[src/rtl/maze_pkg.sv]
// Shared definitions for the maze ROM arbiter block.
//   MAZE_ADDR_W / MAZE_DATA_W : geometry of the single-port maze ROM
//   rom_arb_state_t           : arbiter transaction phases
package maze_pkg;

  localparam int MAZE_ADDR_W = 11;
  localparam int MAZE_DATA_W = 16;

  typedef enum logic [1:0] {
    IDLE,
    ISSUE,
    WAIT,
    RESP
  } rom_arb_state_t;

endpackage

[src/rtl/maze_rom_arbiter_rr_picker.sv]
// Combinational rotating-priority picker.
// Scans i_req starting at bit i_ptr and moving upward, wrapping at NUM_REQ,
// and reports the first set bit.
//   i_req    : request vector
//   i_ptr    : index holding highest priority
//   o_onehot : one-hot of the winning requester (all zero if none)
//   o_idx    : binary index of the winner (0 if none)
//   o_any    : at least one request present
module rr_picker #(
  parameter int NUM_REQ = 2,
  parameter int IDX_W   = $clog2(NUM_REQ)
) (
  input  logic [NUM_REQ-1:0] i_req,
  input  logic [IDX_W-1:0]   i_ptr,
  output logic [NUM_REQ-1:0] o_onehot,
  output logic [IDX_W-1:0]   o_idx,
  output logic               o_any
);

  always_comb begin
    o_onehot = '0;
    o_idx    = '0;
    o_any    = 1'b0;
    for (int o = 0; o < NUM_REQ; o++) begin
      int k;
      k = int'(i_ptr) + o;
      if (k >= NUM_REQ) k = k - NUM_REQ;
      if (!o_any && i_req[k]) begin
        o_any       = 1'b1;
        o_idx       = IDX_W'(k);
        o_onehot[k] = 1'b1;
      end
    end
  end

endmodule

[src/rtl/maze_rom_arbiter.sv]
// Round-robin arbiter sharing the single-port maze ROM between NUM_REQ
// requesters, one read in flight at a time. All outputs are registered.
//   clk, rst    : clock, asynchronous active-low reset
//   i_req       : per-requester level request, held until its o_rvalid
//   i_addr      : packed addresses, slice k = [k*ADDR_W +: ADDR_W]
//   o_gnt       : one-hot owner of the current transaction
//   o_rvalid    : one-cycle pulse, o_rdata valid for the flagged requester
//   o_rdata     : returned ROM word, holds its last value outside RESP
//   o_rom_en    : ROM read enable (high for exactly one cycle per read)
//   o_rom_addr  : ROM address, latched when the winner is picked
//   i_rom_data  : ROM read data, valid ROM_LAT cycles after the enable edge
//   o_busy      : high whenever a transaction is in progress
module maze_rom_arbiter
  import maze_pkg::*;
#(
  parameter int NUM_REQ = 2,
  parameter int ADDR_W  = MAZE_ADDR_W,
  parameter int DATA_W  = MAZE_DATA_W,
  parameter int ROM_LAT = 1
) (
  input  logic                      clk,
  input  logic                      rst,
  input  logic [NUM_REQ-1:0]        i_req,
  input  logic [NUM_REQ*ADDR_W-1:0] i_addr,
  output logic [NUM_REQ-1:0]        o_gnt,
  output logic [NUM_REQ-1:0]        o_rvalid,
  output logic [DATA_W-1:0]         o_rdata,
  output logic                      o_rom_en,
  output logic [ADDR_W-1:0]         o_rom_addr,
  input  logic [DATA_W-1:0]         i_rom_data,
  output logic                      o_busy
);

  localparam int IDX_W = $clog2(NUM_REQ);
  localparam int CNT_W = $clog2(ROM_LAT + 1);
  localparam logic [CNT_W-1:0] CNT_LOAD = CNT_W'(ROM_LAT - 1);
  localparam logic [IDX_W-1:0] IDX_LAST = IDX_W'(NUM_REQ - 1);

  rom_arb_state_t      state_q, state_d;
  logic [IDX_W-1:0]    ptr_q, ptr_d;
  logic [IDX_W-1:0]    win_q, win_d;
  logic [CNT_W-1:0]    cnt_q, cnt_d;
  logic [NUM_REQ-1:0]  gnt_q, gnt_d;
  logic [NUM_REQ-1:0]  rvalid_q, rvalid_d;
  logic [DATA_W-1:0]   rdata_q, rdata_d;
  logic                rom_en_q, rom_en_d;
  logic [ADDR_W-1:0]   rom_addr_q, rom_addr_d;
  logic                busy_q, busy_d;

  logic [NUM_REQ-1:0]  pick_onehot;
  logic [IDX_W-1:0]    pick_idx;
  logic                pick_any;

  rr_picker #(
    .NUM_REQ (NUM_REQ),
    .IDX_W   (IDX_W)
  ) u_picker (
    .i_req    (i_req),
    .i_ptr    (ptr_q),
    .o_onehot (pick_onehot),
    .o_idx    (pick_idx),
    .o_any    (pick_any)
  );

  always_comb begin
    state_d    = state_q;
    ptr_d      = ptr_q;
    win_d      = win_q;
    cnt_d      = cnt_q;
    gnt_d      = gnt_q;
    rvalid_d   = '0;
    rdata_d    = rdata_q;
    rom_en_d   = 1'b0;
    rom_addr_d = rom_addr_q;

    unique case (state_q)
      IDLE: begin
        gnt_d = '0;
        if (pick_any) begin
          gnt_d      = pick_onehot;
          win_d      = pick_idx;
          rom_addr_d = i_addr[pick_idx*ADDR_W +: ADDR_W];
          rom_en_d   = 1'b1;
          state_d    = ISSUE;
        end
      end
      ISSUE: begin
        // Enable was already visible during ISSUE; it drops for WAIT.
        cnt_d   = CNT_LOAD;
        ptr_d   = (win_q == IDX_LAST) ? '0 : win_q + IDX_W'(1);
        state_d = WAIT;
      end
      WAIT: begin
        if (cnt_q == '0) begin
          rdata_d  = i_rom_data;
          rvalid_d = gnt_q;
          state_d  = RESP;
        end else begin
          cnt_d = cnt_q - CNT_W'(1);
        end
      end
      RESP: begin
        gnt_d   = '0;
        state_d = IDLE;
      end
      default: state_d = IDLE;
    endcase

    busy_d = (state_d != IDLE);
  end

  always_ff @(posedge clk or negedge rst) begin
    if (!rst) begin
      state_q    <= IDLE;
      ptr_q      <= '0;
      win_q      <= '0;
      cnt_q      <= '0;
      gnt_q      <= '0;
      rvalid_q   <= '0;
      rdata_q    <= '0;
      rom_en_q   <= 1'b0;
      rom_addr_q <= '0;
      busy_q     <= 1'b0;
    end else begin
      state_q    <= state_d;
      ptr_q      <= ptr_d;
      win_q      <= win_d;
      cnt_q      <= cnt_d;
      gnt_q      <= gnt_d;
      rvalid_q   <= rvalid_d;
      rdata_q    <= rdata_d;
      rom_en_q   <= rom_en_d;
      rom_addr_q <= rom_addr_d;
      busy_q     <= busy_d;
    end
  end

  assign o_gnt      = gnt_q;
  assign o_rvalid   = rvalid_q;
  assign o_rdata    = rdata_q;
  assign o_rom_en   = rom_en_q;
  assign o_rom_addr = rom_addr_q;
  assign o_busy     = busy_q;

endmodule

[config.mk]
export PLATFORM = sky130hd
export DESIGN_NAME = maze_rom_arbiter
export DESIGN_NICKNAME = d
export VERILOG_FILES = /design/src/rtl/maze_pkg.sv /design/src/rtl/maze_rom_arbiter_rr_picker.sv /design/src/rtl/maze_rom_arbiter.sv
export SDC_FILE = /design/constraint.sdc
export NUM_CORES = 1
export LEC_CHECK = 0
export CAP_MARGIN = 0
export CORE_MARGIN = 10
export CORE_UTILIZATION = 40
export CTS_CLUSTER_DIAMETER = 100
export DETAILED_ROUTE_END_ITERATION = 8
export GPL_TIMING_DRIVEN = 0
export PLACE_DENSITY_LB_ADDON = 0.08
export SLEW_MARGIN = 5
export SYNTH_ARGS = -nofsm -noshare
export SYNTH_HDL_FRONTEND = slang
export SYNTH_HIERARCHICAL = 1
export SYNTH_SLANG_ARGS = --single-unit
[constraint.sdc]
create_clock -name clk -period 2.1 [get_ports clk]
set_input_delay 0.42 -clock clk [delete_from_list [all_inputs] [get_ports clk]]
set_output_delay 0.42 -clock clk [all_outputs]
set_load 0.02 [all_outputs]
* Yosys cells after proc, flatten, opt, wreduce, memory -nomap -nowiden
Cells that the tools add are included.
** Operators by class
- $add $sub $neg :: 5
- $mul :: 1
- Magnitude comparators :: 6
- Eq/ne operators :: 3
- Shifts and indexed selects :: 1
- Multiplexer cells :: 30
- Bitwise logic cells :: 2
- Reduce and logical (&&, ||, !) cells :: 10
** Operators with widths (number)
- 32-bit by 1-bit >= comparator with 1-bit output, second input constant :: 2
- 32-bit by 3-bit less-than comparator with 1-bit output, second input constant :: 2
- 32-bit 2-to-1 mux :: 2
- 32-bit by 3-bit >= comparator with 1-bit output, second input constant :: 1
- 32-bit by 3-bit subtractor with 32-bit output, second input constant :: 1
- 22-bit by 6-bit variable part select with 11-bit output :: 1
- 1-bit 2-to-1 mux :: 16
- 2-bit 2-to-1 mux :: 7
- 2-bit case mux with 4 select lines :: 1
- 2-bit nonzero test :: 3
- 1-bit by 4-bit multiplier with 5-bit output, second input constant :: 1
- 2-bit == test, second input constant :: 2
- 2-bit case mux with 2 select lines :: 1
- 2-bit AND reduction :: 2
- 1-bit logical AND :: 3
- 1-bit by 2-bit subtractor with 3-bit output, second input constant :: 1
- 1-bit by 1-bit adder with 2-bit output, second input constant :: 1
- 1-bit demux with 1-bit select :: 2
- 2-bit by 1-bit == test with 1-bit output, second input constant :: 1
- 1-bit by 2-bit >= comparator with 1-bit output, second input constant :: 1
- 2-bit zero test :: 1
- 2-bit bitwise OR :: 1
- 1-bit case mux with 2 select lines :: 1
- 1-bit adder, second input constant :: 1
- other kinds (3) :: 3
** Storage, ports and cells
- Register bits :: 38
- Bits of input ports :: 42
- Output and inout bits :: 33
- Logic and storage cells :: 68

* Longest topological paths before layout
- Depth in word-level cells :: 12
- Gate-level depth with buffers :: 5
- Mapped depth without buffers :: 4

* Modules after synthesis
The synthesis kept the hierarchy.
** Modules (own cells, without submodules)
- maze_rom_arbiter :: instances 1, cells an instance 116, area an instance 1631.6 µm², seq. area each 925.9 µm²
- rr_picker :: instances 1, cells an instance 5, area an instance 32.5 µm², seq. area each 0.0 µm²

* Least setup slack after synthesis
OpenSTA, ideal clock, no wires.
- Kind :: input port to flip-flop
- Start point :: input port i_req[1]
- End point :: register rom_addr_q[10] (netlist: o_rom_addr[10])
- Setup time :: 122 ps
- Arrival :: 1324 ps
- Data required time :: 1978 ps
- Slack :: 654 ps
- Stages on the path :: 4
- Buffers on the path :: 1
- Path through :: a21boi_0 -> buf_6 -> mux2i_1 -> a21oi_2
** Between the ends
- Word-level cells in the longest chain between the ends :: 9
- Elaborated cells between the ends (all ways) :: 15
- Those cells by class :: 1 x mul; 1 x shift; 10 x mux; 3 x reduce/logical
** RTL lines
- from (decl) :: line maze_rom_arbiter.sv:23 : input logic [NUM_REQ-1:0] i_req,
- 1-bit 2-to-1 mux (not written as such) (3 in series) :: line maze_rom_arbiter_rr_picker.sv:28 : if (!o_any && i_req[k]) begin
- 1-bit 2-to-1 mux :: line maze_rom_arbiter_rr_picker.sv:28
- 1-bit zero test :: line maze_rom_arbiter_rr_picker.sv:28
- 1-bit logical AND :: line maze_rom_arbiter_rr_picker.sv:28
- 1-bit 2-to-1 mux :: line maze_rom_arbiter_rr_picker.sv:28
- 1-bit by 4-bit multiplier with 5-bit output :: line maze_rom_arbiter.sv:82 : rom_addr_d = i_addr[pick_idx*ADDR_W +: ADDR_W];
- 22-bit by 6-bit variable part select with 11-bit output :: line maze_rom_arbiter.sv:82
- to (signal assigned) :: line maze_rom_arbiter.sv:133 : rom_addr_q <= rom_addr_d;
- to (decl) :: line maze_rom_arbiter.sv:47 : logic [ADDR_W-1:0] rom_addr_q, rom_addr_d;
Parallel ways exist; a longest one is shown, timed or not. The select of a mux whose other input is x is not followed.
A chain may end at the register's enable or synchronous reset.

* Worst setup path after layout
- Start point :: input port i_req[1]
- End point :: register rom_addr_q[4] (netlist: o_rom_addr[4])
** Between the ends
- Word-level cells in the longest chain between the ends :: 9
- Elaborated cells between the ends (all ways) :: 15
- Those cells by class :: 1 x mul; 1 x shift; 10 x mux; 3 x reduce/logical
** RTL lines
- 1-bit 2-to-1 mux (not written as such) (3 in series) :: line maze_rom_arbiter_rr_picker.sv:28
- 1-bit 2-to-1 mux :: line maze_rom_arbiter_rr_picker.sv:28
- 1-bit zero test :: line maze_rom_arbiter_rr_picker.sv:28
- 1-bit logical AND :: line maze_rom_arbiter_rr_picker.sv:28
- 1-bit 2-to-1 mux * :: line maze_rom_arbiter_rr_picker.sv:28
- named net pick_idx :: line maze_rom_arbiter.sv:51 : logic [IDX_W-1:0] pick_idx;
- 1-bit by 4-bit multiplier with 5-bit output * :: line maze_rom_arbiter.sv:82
- 22-bit by 6-bit variable part select with 11-bit output * :: line maze_rom_arbiter.sv:82
The timed path passes the listed nets; every way through them passes the cells marked *. The select of a mux whose other input is x is not followed.

==> metrics.md <==
| Metric | Value |
|---|---|
| Worst Setup Path Type | input port to register |
| Dpl cells | 245 |
| Clock skew | 0.00591 ns |
| Setup violations, final | 0 |
| Arrival @ worst endpoint | 1.99 ns |
| Latest clock arrival within the worst-skew pair | 0.29 ns |
| CORE AREA | 0.00400 mm^2 |
| Relative slew margins | 0.454 |
| Fin worst setup slack | 0.291 ns |
| DRC Markers | 0 |
| Clock sinks | 37 |
| RSZ-0062 raised after global routing | no |
| Crit path max-delay family | buffers and inverters |
| Syn Std Cell Area | 0.00166 mm^2 |
| Synth top area share | 0.556 |
| Fin crit share | 0.861 |
| Layout cells sized above 1 | 0.202 |
| DP Worst Slack | -0.0408 ns |
| Max incr delay on CP | 0.50 ns |
| Synth cell types | 21 |
| Clk pin slew, worst setup/hold paths | 0.07 ns |
| Starting Density | 0.416 |
| Rows | 23 |
| Die area | 0.00714 mm^2 |
| Endpoints failing hold | 0 |
| CP endpoint kind | register |
| Top-count cell post-synth | dfrtp_1 |
| Die H | 84.5 um |
| Initial antenna violation count | 0 |
| WL final | 4190 um |
| Int Pwr | 2.39 mW |
| # resized after CTS | 0 |
| Wire per inst | 16.6 um |
| Mean Syn Cell Area | 13.8 um^2 |
| Initial DRC Count | 33 |
| Clk buf depth | 2 |
| Overflow after GRT | 0 |
| CTS Root Cell | clkbuf_8 |
| # IOs | 75 |
| Global-route usage over all layers | 0.119 |
| Synth top cells by count | dfrtp_1 (37), a21oi_1 (13), mux2i_1 (12), a21oi_2 (9), mux2_2 (9) |
| Layout Area Growth over Synthesis | 52.9% |
| Htree depth | 2 |
| Hold Crit Class | input port to async pin |
| Fmax | 0.553 GHz |
| Vias | 1203 |
| CTS Buf Count | 5 |
| First-pass GRT wire length | 6960 um |
| Post-route ant nets | 0 |
| Post-Syn Nets | 169 |
| Switching share of power | 0.373 |
| Critical Path, Cell by Cell | clkdlybuf4s50_1 > a21boi_0 > buf_6 > mux2i_1 > a21oi_2 |
| Die Width | 84.5 um |
| DP Wirelength | 3250 um |
| Switching power | 1.42 mW |
| Crit path launch type | input port |
| Share of flip-flops with an asynchronous set or reset | 1.00 |
| TritonCTS clock tree | done |
| Sequential share of power | 0.329 |
| Syn. warnings | 6 |
| Clock power frac | 0.125 |
| Fin cells | 253 |
| Post CTS Setup Buffer Count | 0 |
| Yosys reg bits | 37 |
| Number of flops mapped to enable cells by yosys | 0 |
| Vias in the first global route | 1381 |
| Synth Instances | 121 |
| Critical Path RT | 2.28 ns |
| Largest net degree at the start of global routing | 38 |
| Comb power frac | 0.546 |
| Final Max Slew Viols | 0 |
| Leakage | 1.10 nW |
| Sequential area share after synthesis | 0.556 |
| Routability cong. | 0.758 |
| CP max stage cell | clkdlybuf4s50_1 |
| Hold Buf Count CTS | 0 |
| Drt pass-1 iters | 2 |
| Area contributors post-synth | dfrtp_1 (56%), mux2i_1 (7.2%), mux2_4 (7.2%) |
| Yosys top cell by area | dfrtp_1 |
| Final nets | 250 |
| Slew @ Worst Pin | 0.819 ns |
| R2R setup slack | 0.53 ns |
| Final min period | 1.81 ns |
| Diodes inserted | 0 |
| Ys flop type | dfrtp_1 |
| Max IR drop VDD | 0.000630 V |
| Port-buffer cells | 74 |
| Pwr dens | 1500 mW/mm^2 |
| Crit path max fanout | 10 |
| Setup TNS | 0 ns |
| Worst Path Buf+Inv | 2 |
| Via density | 4.75 |
| Run status | finished clean |
| Max Cap Violations | 0 |
## state kept, by name, indices dropped and copies added, names as in the netlist
| name | count |
|---|---|
| o_busy | 1 |
| o_gnt | 2 |
| o_rdata | 16 |
| o_rom_addr | 11 |
| o_rom_en | 1 |
| o_rvalid | 2 |
| ptr_q | 1 |
| state_q | 2 |
| win_q | 1 |
## power groups by stage
stage / Combinational (mW) / Clock [mW] / Sequential (mW)
3_5_place_dp: 2.12 / 0 / 1.27
4_1_cts: 2.12 / 0.496 / 1.26
6_report: 2.08 / 0.476 / 1.25
3_3_place_gp: 2.09 / 0 / 1.24
5_1_grt: 2.25 / 0.523 / 1.30
2_1_floorplan: 0.861 / 0 / 1.61
## worst register-to-register path: cells and delay by family, from the launching register on
kind / cells / cell delay (ns)
compound gates: 2 / 0.53
flops: 1 / 0.37
buf+inv: 2 / 0.31
mux: 1 / 0.26
## layer usage
| layer | up-vias | part of all wire | track usage |
|---|---|---|---|
| li1 | 578 | - | - |
| met2 | 56 | 0.45 | 0.179 |
| met1 | 562 | 0.44 | 0.143 |
| met4 | 0 | 0.014 | 0.0449 |
| met5 | - | 0 | 0 |
| met3 | 7 | 0.095 | 0.0570 |
## cell usage in the layout (no fill, tap or decap), drive strengths merged
| master | instances |
|---|---|
| mux2 | 17 |
| clkinv | 2 |
| o21ai | 2 |
| nand3b | 2 |
| or2 | 1 |
| clkbuf | 6 |
| nor2 | 2 |
| dfrtp | 37 |
| and2 | 3 |
| o21bai | 1 |
| buf | 7 |
| mux2i | 12 |
| clkdlybuf4s50 | 73 |
| nand2 | 2 |
| ha | 6 |
| a21boi | 3 |
| a21oi | 22 |
| inv | 4 |
| nor3b | 1 |
## kinds of logic (layout without fill, tap and decap cells)
| logic type | Yosys count | count (layout) | synth area share |
|---|---|---|---|
| compound gates | 28 | 28 | 0.111 |
| fa+ha+maj | 6 | 6 | 0.0451 |
| flops | 37 | 37 | 0.556 |
| simple gates | 11 | 11 | 0.0391 |
| mux | 29 | 29 | 0.205 |
| buf+inv | 10 | 92 | 0.0436 |
## worst paths after layout
path,startpoint,to,cells after the start
min in group clk,win_q,ptr_q,1
hold / removal,rst,o_busy,1
hold reg to reg,win_q,ptr_q,1
setup reg to reg,ptr_q,o_rom_addr[4],5
max in group asynchronous,rst,o_gnt[0],1
setup / recovery,i_req[1],o_rom_addr[4],5
## cell type report
| cell class | instances | area [um^2] |
|---|---|---|
| plain buffers | 6 | 57.6 |
| clock buffers | 6 | 72.6 |
| clock inverters | 2 | 10.0 |
| fillers | 321 | 1460 |
| inverters | 4 | 15.0 |
| multi-input cells | 74 | 666 |
| flip-flops and latches | 37 | 926 |
| well taps | 50 | 62.6 |
| repair buffers | 74 | 736 |
## per-stage QoR
| stage | hold WS, ns | util | total power [mW] | cell area [um^2] |
|---|---|---|---|---|
| after global placement | 0.436 | 0.617 | 3.33 | 2470 |
| after detailed placement | 0.461 | 0.616 | 3.38 | 2460 |
| after CTS | 0.248 | 0.636 | 3.88 | 2540 |
| after global routing | 0.289 | 0.636 | 4.07 | 2540 |
| final | 0.225 | 0.636 | 3.81 | 2540 |
| after floorplan | 0.124 | - | 2.47 | 1660 |
No activity file was read; power rests on OpenSTA's default activity.
